`src/rtl/hex_password_player.sv`:
```
// Replays a stored password as hex digits, MSB nibble first, over valid/ready.
// Optional PLAYER_SEG7_EN adds a registered active-low 7-segment output seg_n.
module hex_password_player #(
    parameter int NUM_DIGITS  = 4,
    parameter int HOLD_CYCLES = 16,
    localparam int PW_W  = 4 * NUM_DIGITS,
    localparam int IDX_W = (NUM_DIGITS > 1) ? $clog2(NUM_DIGITS) : 1,
    localparam int CNT_W = (HOLD_CYCLES > 0) ? $clog2(HOLD_CYCLES + 1) : 1
) (
    input  logic             clk,
    input  logic             reset,
    input  logic             load,
    input  logic [PW_W-1:0]  password_in,
    output logic             busy,
    output logic [3:0]       digit_out,
    output logic [IDX_W-1:0] digit_index,
    output logic             digit_valid,
    input  logic             digit_ready,
`ifdef PLAYER_SEG7_EN
    output logic [6:0]       seg_n,
`endif
    output logic             done
);

    typedef enum logic [1:0] {IDLE, EMIT, GAP} state_t;

    state_t           state, state_d;
    logic [PW_W-1:0]  shreg, shreg_d;
    logic [IDX_W-1:0] idx, idx_d;
    logic [CNT_W-1:0] cnt, cnt_d;
    logic             done_d;
    logic             busy_d;
    logic             valid_d;

    assign digit_out   = shreg[PW_W-1 -: 4];
    assign digit_index = idx;

    always_comb begin
        state_d = state;
        shreg_d = shreg;
        idx_d   = idx;
        cnt_d   = cnt;
        done_d  = 1'b0;
        unique case (state)
            IDLE: begin
                if (load) begin
                    shreg_d = password_in;
                    idx_d   = '0;
                    state_d = EMIT;
                end
            end
            EMIT: begin
                if (digit_ready) begin
                    if (idx == IDX_W'(NUM_DIGITS - 1)) begin
                        state_d = IDLE;
                        done_d  = 1'b1;
                    end else begin
                        shreg_d = shreg << 4;
                        idx_d   = idx + IDX_W'(1);
                        if (HOLD_CYCLES > 0) begin
                            state_d = GAP;
                            cnt_d   = CNT_W'(HOLD_CYCLES - 1);
                        end
                    end
                end
            end
            GAP: begin
                if (cnt == '0) state_d = EMIT;
                else           cnt_d   = cnt - CNT_W'(1);
            end
            default: state_d = IDLE;
        endcase
        valid_d = (state_d == EMIT);
        busy_d  = (state_d != IDLE);
    end

`ifdef PLAYER_SEG7_EN
    // Segment order g..a, low = lit.
    function automatic logic [6:0] seg_decode(input logic [3:0] d);
        case (d)
            4'h0: seg_decode = 7'h40;
            4'h1: seg_decode = 7'h79;
            4'h2: seg_decode = 7'h24;
            4'h3: seg_decode = 7'h30;
            4'h4: seg_decode = 7'h19;
            4'h5: seg_decode = 7'h12;
            4'h6: seg_decode = 7'h02;
            4'h7: seg_decode = 7'h78;
            4'h8: seg_decode = 7'h00;
            4'h9: seg_decode = 7'h10;
            4'hA: seg_decode = 7'h08;
            4'hB: seg_decode = 7'h03;
            4'hC: seg_decode = 7'h46;
            4'hD: seg_decode = 7'h21;
            4'hE: seg_decode = 7'h06;
            default: seg_decode = 7'h0E;
        endcase
    endfunction

    always_ff @(posedge clk) begin
        if (reset)        seg_n <= 7'h7F;
        else if (valid_d) seg_n <= seg_decode(shreg_d[PW_W-1 -: 4]);
        else              seg_n <= 7'h7F;
    end
`endif

    always_ff @(posedge clk) begin
        if (reset) begin
            state       <= IDLE;
            shreg       <= '0;
            idx         <= '0;
            cnt         <= '0;
            busy        <= 1'b0;
            digit_valid <= 1'b0;
            done        <= 1'b0;
        end else begin
            state       <= state_d;
            shreg       <= shreg_d;
            idx         <= idx_d;
            cnt         <= cnt_d;
            busy        <= busy_d;
            digit_valid <= valid_d;
            done        <= done_d;
        end
    end

endmodule

```
`config.mk`:
```
export PLATFORM = sky130hd
export DESIGN_NAME = hex_password_player
export DESIGN_NICKNAME = d
export VERILOG_FILES = /design/src/rtl/hex_password_player.sv
export SDC_FILE = /design/constraint.sdc
export NUM_CORES = 1
export LEC_CHECK = 0
export CAP_MARGIN = 25
export CORE_ASPECT_RATIO = 1.2
export CORE_MARGIN = 3
export CORE_UTILIZATION = 53
export DETAILED_ROUTE_END_ITERATION = 8
export PLACE_DENSITY = 0.91
export SKIP_LAST_GASP = 1
export SLEW_MARGIN = 20
export SYNTH_ARGS = -nofsm -noshare
export SYNTH_HDL_FRONTEND = slang
export SYNTH_SLANG_ARGS = --single-unit
```
`constraint.sdc`:
```
create_clock -name clk -period 2.56 [get_ports clk]
set_input_delay 0.512 -clock clk [delete_from_list [all_inputs] [get_ports clk]]
set_output_delay 0.512 -clock clk [all_outputs]
set_load 0.02 [all_outputs]
```
==> results.json <==
{
  "tightestPinTransition_ns": 0.7775,
  "nets": 179,
  "multi_input_area_um2": 648.1,
  "pwr-share-comb_pct": 23.6,
  "wl_um": 2620,
  "path_cells": "clkdlybuf4s50_1",
  "start_util_pct": 57.68,
  "num_rows": 19,
  "syn_to_final_growth_pct": 18.89,
  "critPathCapture": "digit_index[0]",
  "portBuffers": 28,
  "grt_pass1_vias": 1027,
  "path_buf_inv": 1,
  "drc": 0,
  "hold_viol_final": 0,
  "cts_buffers": 3,
  "r2r_start": "state[1]",
  "n_antenna_cell": 0,
  "status": "finished clean",
  "p_sw_w": 0.0002815,
  "swShare_pct": 27.04,
  "vias": 1079,
  "cts_setup_buffers": 0,
  "synth_top_area_cell": "dfxtp_1",
  "clock-skew-final_ns": 0.01373,
  "whs_ns": 0.4797,
  "tns_ns": 0,
  "top_layer": "met4",
  "cts.clk_slew.worst_paths_ns": 0.15,
  "drt_pass1_iterations": 4,
  "cts_tree": "yes",
  "max_slew_margin_pct": 48.17,
  "fp.dieH_um": 61.44,
  "first_iter_violations": 22,
  "grt_setup_unrepaired": "no",
  "clk_latency_ns": 0.34,
  "grt_max_degree": 17,
  "r2r-end": "shreg[11]",
  "ys_ff_latch": 28,
  "hold_class": "reg2reg",
  "critical_path_arrival_ns": 1.37,
  "required_ns": 2.05,
  "layout-drive-gt1-share_pct": 8.333,
  "wl_met1_um": 1098,
  "crit_slowest_cell": "clkdlybuf4s50_1",
  "finalCriticalPeriod_ns": 1.883,
  "synth_seq_area_share_pct": 41.29,
  "numPlacedInstances": 183,
  "detailroute.wirelength.met3_um": 132,
  "drv_slew": 0,
  "synth.net_count": 161,
  "wire_per_inst_um": 14.01,
  "ff2ff_setup_slack_ns": 0.80,
  "ys_warn_count": 0,
  "cellLeakagePower_nw": 0.6266,
  "seq_power_share_pct": 48.7,
  "ys_types": 38,
  "ctsHoldBuffers": 0,
  "grt_first_pass_wirelength_um": 4271,
  "crit_start": "digit_index[0]",
  "dieArea_um2": 3207,
  "place_congestion": 0.8127,
  "intPower_w": 0.0007593,
  "critPathLaunchType": "flop",
  "grt-ovfl-total": 0,
  "synth.avg_cell_area_um2": 9.767,
  "powerDensity_nw_per_um2": 644.8,
  "syn_area_um2": 1358,
  "antenna_found_initial": 0,
  "dp.final_hpwl_um": 1993,
  "wl_met2_um": 1304,
  "instances_no_fill": 187,
  "fmax_ghz": 0.5311,
  "seqCellArea_um2": 560.5,
  "cts-root-buf": "clkbuf_4",
  "synthCells": 139,
  "ctsResizeCount": 0,
  "via_per_inst": 5.770,
  "numClockSinks": 28,
  "cp-end-kind": "primary output",
  "crit_type": "reg2out",
  "cts.path.max_buffers": 2,
  "chipWidth_um": 52.20,
  "slowest_delay_ns": 0.63,
  "io_pins": 29,
  "synth.area.top_cells": "dfxtp_1 41%, mux2i_1 8.8%, a211oi_1 7.7%",
  "cp_max_fo": 4,
  "finalCritPeriodShare_pct": 73.56,
  "fillers": 175,
  "power.total_w": 0.001041,
  "crit_cells": 1,
  "coreArea_um2": 2354,
  "vdd_ir_drop_max_uv": 456.9,
  "cp_top_family": "buffers and inverters",
  "pwr-share-clk_pct": 27.7,
  "rr_worst_depth": 3,
  "yosysTopAreaCellShare_pct": 41.29,
  "ctsHtreeMaxLevel": 1,
  "postRouteAntennaNets": 0,
  "drv_cap": 0,
  "setup_viol": 0,
  "grt_usage_pct": 18.15
}
-- cell families (layout without fill, tap and decap cells) --
logic type      Yosys count  after routing  share of synthesized area, %
flops                    28             28                         41.29
mux                      12             12                         8.848
fa+ha+maj                 2              2                         1.843
simple gates             45             45                         20.19
compound gates           30             30                         16.87
buf+inv                  22             39                         10.97
-- registers in the layout, summed over array words and instances (netlist names) --
name,cells
busy,1
cnt,5
digit_index,2
digit_valid,1
done,1
shreg,16
state,2
-- layout by cell type, fill, tap and decap left out, types with 2 or more instances in the layout --
cell type        netlist  final
dfxtp_1               28     28
clkdlybuf4s50_1        0     28
nor3_1                14     14
a211oi_1              14     14
mux2i_1               12     12
nand3_1                6      6
nand2_1                6      6
a21oi_1                6      6
inv_1                  5      5
nand2b_1               3      3
nor2_1                 3      3
clkbuf_4               0      3
nor3b_1                2      2
a311oi_1               2      2
ha_1                   2      2
buf_4                  7      2
-- how the worst min path moves through the flow --
stage              from  endpoint  slack (ns)  cells after the start
2_1_floorplan    cnt[4]    cnt[4]        0.44                      2
3_3_place_gp   shreg[0]  shreg[0]        0.45                      2
3_5_place_dp   shreg[0]  shreg[0]        0.46                      2
4_1_cts        shreg[0]  shreg[0]        0.48                      2
5_1_grt        shreg[0]  shreg[0]        0.51                      2
6_report       shreg[0]  shreg[0]        0.48                      2
-- cell usage after synthesis (all sizes together) --
library cell and n:
a2111oi 2, a211oi 14, a21boi 1, a21oi 8, a311oi 2, a31o 1, and2b 1, and3 1
and4bb 1, buf 14, clkbuf 3, dfxtp 28, ha 2, inv 5, mux2i 12, nand2 7
nand2b 3, nand3 6, nand4b 1, nand4bb 1, nor2 3, nor2b 1, nor3 14, nor3b 3
o21ai 1, o22ai 1, or2 1, or3b 1, or4b 1
-- power by group through the flow --
stage / Sequential, W / Combinational [W] / Clock (W)
after floorplan: 0.000512 / 0.000193 / 0
after global placement: 0.000514 / 0.000236 / 0
after detailed placement: 0.000517 / 0.000246 / 0
after CTS: 0.000507 / 0.000247 / 0.000293
after global routing: 0.000513 / 0.000267 / 0.000314
final: 0.000507 / 0.000245 / 0.000288
-- final cells by class --
class	count	share of cell area [%]
clock buffers	3	1.395
clock inverters	1	1.860
inverters	5	1.163
well taps	31	2.403
multi-input cells	89	40.16
flip-flops and latches	28	34.73
repair buffers	30	18.29
-- layer usage --
layer  vias up  global-route usage (%)
li1        537                       -
met1       499                   19.76
met2        34                   31.60
met3         9                   4.843
met4         0                   10.95
met5         -                       0
-- per-stage QoR --
| stage | setup slack [ns] | utilization, % | instance area [µm²] |
|---|---|---|---|
| 3_3_place_gp | 0.5970 | 66.35 | 1562 |
| 2_1_floorplan | 1.072 | - | 1358 |
| 3_5_place_dp | 0.4887 | 66.35 | 1562 |
| 6_report | 0.6770 | 68.58 | 1614 |
| 4_1_cts | 0.6688 | 68.58 | 1614 |
| 5_1_grt | 0.6254 | 68.58 | 1614 |
Power figures use the tool's default switching activity.
